## config.mk

```make
export PLATFORM = sky130hd
export DESIGN_NAME = dat_mem_arbiter
export DESIGN_NICKNAME = d
export VERILOG_FILES = /design/src/rtl/dat_mem_arb_pkg.sv /design/src/rtl/dat_mem_arbiter_lock_ctr.sv /design/src/rtl/dat_mem_arbiter.sv
export SDC_FILE = /design/constraint.sdc
export NUM_CORES = 1
export LEC_CHECK = 0
export ABC_AREA = 1
export ABC_CLOCK_PERIOD_IN_PS = 1680
export BUFFER_PORTS_ARGS = -buffer_cell sky130_fd_sc_hd__buf_2
export CAP_MARGIN = 30
export CORE_ASPECT_RATIO = 1.25
export CORE_MARGIN = 4
export CORE_UTILIZATION = 42
export CTS_CLUSTER_SIZE = 10
export DETAILED_ROUTE_END_ITERATION = 10
export PLACE_DENSITY = 0.76
export SYNTH_ARGS = -nofsm -noshare
export SYNTH_HDL_FRONTEND = slang
export SYNTH_SLANG_ARGS = --single-unit
```

## constraint.sdc

```tcl
create_clock -name Clk -period 1.68 [get_ports Clk]
set_clock_uncertainty 0.1 [all_clocks]
set_input_delay 0.168 -clock Clk [delete_from_list [all_inputs] [get_ports Clk]]
set_output_delay 0.168 -clock Clk [all_outputs]
set_load 0.05 [all_outputs]
```

## src/rtl/dat_mem_arb_pkg.sv

```systemverilog
// Shared types and defaults for the data-memory arbiter.
// Optional build macro: DAT_MEM_ARB_RR_EN (round-robin on contention).
package dat_mem_arb_pkg;

  localparam int ARB_AW_DEF       = 8;
  localparam int ARB_DW_DEF       = 8;
  localparam int ARB_LOCK_MAX_DEF = 16;

  // Memory owner for the current cycle; CPU/HOST each mean one access.
  typedef enum logic [1:0] {
    ARB_IDLE = 2'd0,
    ARB_CPU  = 2'd1,
    ARB_HOST = 2'd2
  } arb_owner_e;

  // The requester that did not get the last grant.
  function automatic arb_owner_e arb_other(input arb_owner_e last);
    return (last == ARB_CPU) ? ARB_HOST : ARB_CPU;
  endfunction

endpackage

```

## src/rtl/dat_mem_arbiter_lock_ctr.sv

```systemverilog
// Saturating counter of consecutive host grants. at_max is high in the
// grant cycle that brings the run to LOCK_MAX, so the arbiter may hand
// the memory to a waiting core at the end of that cycle.
module arb_lock_ctr #(
  parameter int LOCK_MAX = 16
) (
  input  logic clk,
  input  logic rst,
  input  logic clr,
  input  logic inc,
  output logic at_max
);

  localparam int CW = $clog2(LOCK_MAX + 1);

  logic [CW-1:0] cnt_q;
  logic [CW-1:0] cnt_d;

  // Next count: clear wins, increment saturates at LOCK_MAX.
  always_comb begin
    cnt_d = cnt_q;
    if (clr) begin
      cnt_d = '0;
    end else if (inc && (cnt_q != CW'(LOCK_MAX))) begin
      cnt_d = cnt_q + CW'(1);
    end
  end

  // Count register, asynchronously cleared.
  always_ff @(posedge clk or posedge rst) begin
    if (rst) begin
      cnt_q <= '0;
    end else begin
      cnt_q <= cnt_d;
    end
  end

  assign at_max = (cnt_q >= CW'(LOCK_MAX - 1));

endmodule

```

## src/rtl/dat_mem_arbiter.sv

```systemverilog
// Single-port data memory arbiter between the core load/store path and a
// host port. One access per cycle, registered read return per requester.
// Optional build macro: DAT_MEM_ARB_RR_EN -- alternate winners on
// contention instead of fixed core priority.
//
// Handshake: a requester raises req with we/addr/wdat and holds them stable
// until it sees its gnt. The access happens in the gnt cycle; a req still
// high during that cycle is taken as the next transaction. Reads return
// rvalid (one cycle) with rdat in the cycle after gnt; writes return nothing.
module dat_mem_arbiter
  import dat_mem_arb_pkg::*;
#(
  parameter int AW       = ARB_AW_DEF,
  parameter int DW       = ARB_DW_DEF,
  parameter int LOCK_MAX = ARB_LOCK_MAX_DEF
) (
  input  logic          Clk,
  input  logic          Reset,
  input  logic          cpu_req,
  input  logic          cpu_we,
  input  logic [AW-1:0] cpu_addr,
  input  logic [DW-1:0] cpu_wdat,
  output logic          cpu_gnt,
  output logic          cpu_rvalid,
  output logic [DW-1:0] cpu_rdat,
  output logic          cpu_stall,
  input  logic          host_req,
  input  logic          host_we,
  input  logic          host_lock,
  input  logic [AW-1:0] host_addr,
  input  logic [DW-1:0] host_wdat,
  output logic          host_gnt,
  output logic          host_rvalid,
  output logic [DW-1:0] host_rdat,
  output logic          mem_wr_en,
  output logic [AW-1:0] mem_addr,
  output logic [DW-1:0] mem_in,
  input  logic [DW-1:0] mem_out,
  output logic          busy,
  output logic [1:0]    dbg_owner
);

  arb_owner_e    owner_q, owner_d;
  logic          cpu_rvalid_q, cpu_rvalid_d;
  logic          host_rvalid_q, host_rvalid_d;
  logic [DW-1:0] cpu_rdat_q, cpu_rdat_d;
  logic [DW-1:0] host_rdat_q, host_rdat_d;
  logic          lock_at_max;
  logic          lock_hold;

`ifdef DAT_MEM_ARB_RR_EN
  arb_owner_e    last_q, last_d;
`endif

  arb_lock_ctr #(
    .LOCK_MAX (LOCK_MAX)
  ) u_lock_ctr (
    .clk    (Clk),
    .rst    (Reset),
    .clr    (owner_q != ARB_HOST),
    .inc    (owner_q == ARB_HOST),
    .at_max (lock_at_max)
  );

  // Host keeps the memory while it asks for a locked run that is not used up.
  assign lock_hold = (owner_q == ARB_HOST) && host_req && host_lock && !lock_at_max;

  // Owner state register (plus round-robin pointer when enabled).
  always_ff @(posedge Clk or posedge Reset) begin
    if (Reset) begin
      owner_q <= ARB_IDLE;
`ifdef DAT_MEM_ARB_RR_EN
      last_q  <= ARB_HOST;
`endif
    end else begin
      owner_q <= owner_d;
`ifdef DAT_MEM_ARB_RR_EN
      last_q  <= last_d;
`endif
    end
  end

  // Next owner: lock first, then contention rule, then single requester.
  always_comb begin
    owner_d = ARB_IDLE;
    if (lock_hold) begin
      owner_d = ARB_HOST;
    end else if (cpu_req && host_req) begin
`ifdef DAT_MEM_ARB_RR_EN
      owner_d = arb_other(last_q);
`else
      owner_d = ARB_CPU;
`endif
    end else if (cpu_req) begin
      owner_d = ARB_CPU;
    end else if (host_req) begin
      owner_d = ARB_HOST;
    end
`ifdef DAT_MEM_ARB_RR_EN
    last_d = (owner_d != ARB_IDLE) ? owner_d : last_q;
`endif
  end

  // Grants and memory drive from the current owner; IDLE drives zeros.
  always_comb begin
    cpu_gnt   = 1'b0;
    host_gnt  = 1'b0;
    mem_wr_en = 1'b0;
    mem_addr  = '0;
    mem_in    = '0;
    case (owner_q)
      ARB_CPU: begin
        cpu_gnt   = 1'b1;
        mem_wr_en = cpu_we;
        mem_addr  = cpu_addr;
        mem_in    = cpu_wdat;
      end
      ARB_HOST: begin
        host_gnt  = 1'b1;
        mem_wr_en = host_we;
        mem_addr  = host_addr;
        mem_in    = host_wdat;
      end
      default: begin
        cpu_gnt   = 1'b0;
        host_gnt  = 1'b0;
      end
    endcase
  end

  // Read return: capture memory data at the end of a read grant.
  always_comb begin
    cpu_rvalid_d  = cpu_gnt && !cpu_we;
    host_rvalid_d = host_gnt && !host_we;
    cpu_rdat_d    = cpu_rvalid_d ? mem_out : cpu_rdat_q;
    host_rdat_d   = host_rvalid_d ? mem_out : host_rdat_q;
  end

  // Read return registers; rdat holds between reads.
  always_ff @(posedge Clk or posedge Reset) begin
    if (Reset) begin
      cpu_rvalid_q  <= 1'b0;
      host_rvalid_q <= 1'b0;
      cpu_rdat_q    <= '0;
      host_rdat_q   <= '0;
    end else begin
      cpu_rvalid_q  <= cpu_rvalid_d;
      host_rvalid_q <= host_rvalid_d;
      cpu_rdat_q    <= cpu_rdat_d;
      host_rdat_q   <= host_rdat_d;
    end
  end

  assign cpu_rvalid  = cpu_rvalid_q;
  assign host_rvalid = host_rvalid_q;
  assign cpu_rdat    = cpu_rdat_q;
  assign host_rdat   = host_rdat_q;
  assign cpu_stall   = cpu_req && !cpu_gnt;
  assign busy        = cpu_gnt || host_gnt || cpu_rvalid_q || host_rvalid_q;
  assign dbg_owner   = owner_q;

endmodule

```

==> impl_results.md <==
* Post-DR wirelength/cell at 18.9 um
* Top cells by count, synth: 61 x nand2_1, 25 x dfrtp_1, 21 x inv_1
* Sw Share at 44.5%
* Simple-Gate Fraction of Synth Area at between 20 and 25%
* DRC viols at 0
* Clock sinks at 25
* Leakage at roughly 1.4 nW
* Worst-path clk slew at 80 ps
* Post-Route WL at approximately 5900 um
* Hold Crit Start: host_req
* Post-synth top area cell: dfrtp_1
* Dominant cells by area after synthesis: dfrtp_1 45%, nand2_1 16%, o21ai_2 10%
* Root Driver: clkbuf_8
* Async SR Flop Fraction at 100%
* Ys Warns at 0
* WP data required at 1410 ps
* Post-synth top area share at between 40% and 50%
* Synthesized Nets at ~230
* Syn-to-layout area delta at 95.8%
* Iteration-0 DRC Markers at 68
* Reg power frac at 33.4%
* First-pass GRT wire length at 7450 um
* Clk buf depth at 2
* Cells after DPL at 298
* Post-synthesis register bit count at 25
* Synthesized area per cell at 7.90 um2
* Total CTS buffers at 3
* Count leader, synth: nand2_1
* Die ar. at 4300 um2
* Vias per cell at 5.26
* Setup tns final at -1780 ps
* TritonCTS clock tree: built
* Routed Antenna Nets at 0
* Die X at 59.5 um
* IO Pins at 88
* FMAX at 0.543 GHz
* Multiplexer share of the synthesized area at 0%
* Clock power frac at about 16%
* Layout cells sized above 1 at 66.9%
* Final #Nets at 328
* Final Hold Vio Count at 0
* Worst slew pin tran at 311 ps
* GP Congestion at 0.764
* Final worst slack at -160 ps
* Status: finished with violations
* Synth Area in XOR/XNOR at 0%
* Starting Density at a little over two fifths
* RSZ-0062 raised after global routing: true
* Worst EP arrival at approximately 1600 ps
* Core area at 3190 um2
* Tcrit/Tclk final at 110%
* Worst-Skew Late Latency at 260 ps
* Maxcap violations at 0
* Number of enable flip-flop cells after synthesis at 0
* Port bufs at 87
* Reg2Reg Launch Point: dbg_owner[1]
* Util after Layout at 85.2%
* Crit-path max cell delay at 460 ps
* H-tree Lvls at 1
* Psw at 0.995 mW
* Critical path startpoint: dbg_owner[1]
* Worst slack, placed at ~46 ps
* Detailed placer's ending HPWL at 3090 um
* Largest fanout on the critical path at 8
* Worst Path Buf+Inv at 3
* Die H at slightly above 70 um
* Final Max Slew Viols at 0
* Ys flop type: dfrtp_1
* Via count at 1642
* Diode count at 0
* Fin crit period at 1840 ps
* Vias in the first global route at 1564
* Largest net degree at the start of global routing at 26
* Hold Path Class: primary input to register
* Combinational Power Share at between 50% and 60%
* Site Rows at 23
* Total chip power at 2.24 mW
* Critical path, cell by cell: inv_2 > ha_4 > buf_12 > nand2_2 > a21oi_4 > buf_6
* Final-report setup violation count at 19
* Slowest cell on crit path: dfrtp_2
* Register area share after synthesis at a little under half
* Main combinational cell family by area after synthesis: simple AND/OR/NAND/NOR gates
* DRT Pass-1 Iters at 4
* Unique masters post-synth at 17
* Initial antenna violation count at 0
* Max-slew headroom at 79.3%
* CP delay by family, top: flip-flops
* VDD IR max at 0.000802 V
* WS Path Type: register to output port
* Total global-route track usage at a little under a quarter
* Nature of the critical path endpoint: output port
* Post-Layout Cell Count at about 310
* Cell Area, Synth at roughly 1400 um2
* Total grt overflow at 0
* Int Pwr at 1.24 mW
* Worst setup SP type: register
* PD cells at approximately 800 nW/um2
* Post-synthesis adder-cell area fraction at 4.50%
* Failing checks: negative setup slack
* Compound-Gate Fraction of Synth Area at 17.6%
* Cells after Synth at roughly 180
[sequential cells by signal, summed over array words and instances (netlist names)]
| register | count |
|---|---|
| cpu_rvalid | 1 |
| dbg_owner | 2 |
| u_lock_ctr.cnt_q | 5 |
| host_rvalid | 1 |
| host_rdat | 8 |
| cpu_rdat | 8 |
[repair_timing]
action                                 4_1_cts  5_1_grt
cloned                                       0        5
pin swaps                                    2        8
hold buffers                                 1        0
gates resized for setup                     52       46
endpoints found under the hold margin       25        0
buffers inserted                             6        0
setup endpoints to repair                   20       36
[power groups by stage]
stage	registers, mW	clock network, mW	logic (mW)
2_1_floorplan	1.01	0	0.460
3_3_place_gp	0.737	0	0.922
3_5_place_dp	0.738	0	0.936
4_1_cts	0.728	0.354	1.02
5_1_grt	0.757	0.375	1.19
6_report	0.748	0.348	1.14
[metal layers]
layer	up-vias	global-route usage, %	wire length (um)
met5	-	0	0
met2	89	40.2	3000
met3	22	4.63	540
met4	0	10.1	259
li1	752	-	-
met1	779	25.1	2090
[cell type report]
| cell class | count | area (um2) |
|---|---|---|
| timing repair buffer | 104 | 885 |
| tap | 37 | 46.3 |
| clock buffer | 4 | 45.0 |
| sequential | 25 | 628 |
| multi-input combinational | 120 | 1030 |
| fill | 161 | 473 |
| inverter | 22 | 82.6 |
[cells in the final DEF (no fill, tap or decap), types with 5 or more instances in the layout]
master,netlist,layout
buf_6,3,19
nand2_2,0,13
nand3_1,5,5
nor2_1,7,6
o21ai_2,16,16
inv_1,21,18
dfrtp_1,25,23
a21oi_4,0,17
buf_8,0,5
nand2_4,0,20
buf_12,0,7
nand2_1,61,28
buf_2,3,66
[stage by stage]
stage          cell area (um2)  hold slack [ps]
2_1_floorplan             1770             95.2
3_3_place_gp              2190              127
3_5_place_dp              2190              136
4_1_cts                   2480             23.4
5_1_grt                   2720             56.7
6_report                  2720             53.1
[worst min-delay path, stage by stage]
cell and delay [ps]:
buf_2 90, nand2_1 50, nand2_1 80
[cell families after synthesis]
logic type	after synthesis
buffers and inverters	32
adder cells (fa/ha/maj)	5
flip-flops	25
AND/OR/NAND/NOR	77
AO/OA/AOI/OAI	37
[final timing paths]
kind	end	slack (ps)	cells after the start
max in group asynchronous	dbg_owner[0]	840	4
worst max-delay path	mem_in[7]	-160	6
worst max register to register	cpu_rdat[3]	10	8
worst min-delay path	dbg_owner[1]	50	3
worst min register to register	host_rdat[7]	390	2
min in group asynchronous	dbg_owner[1]	380	4
(Power assumes the default switching activity.)
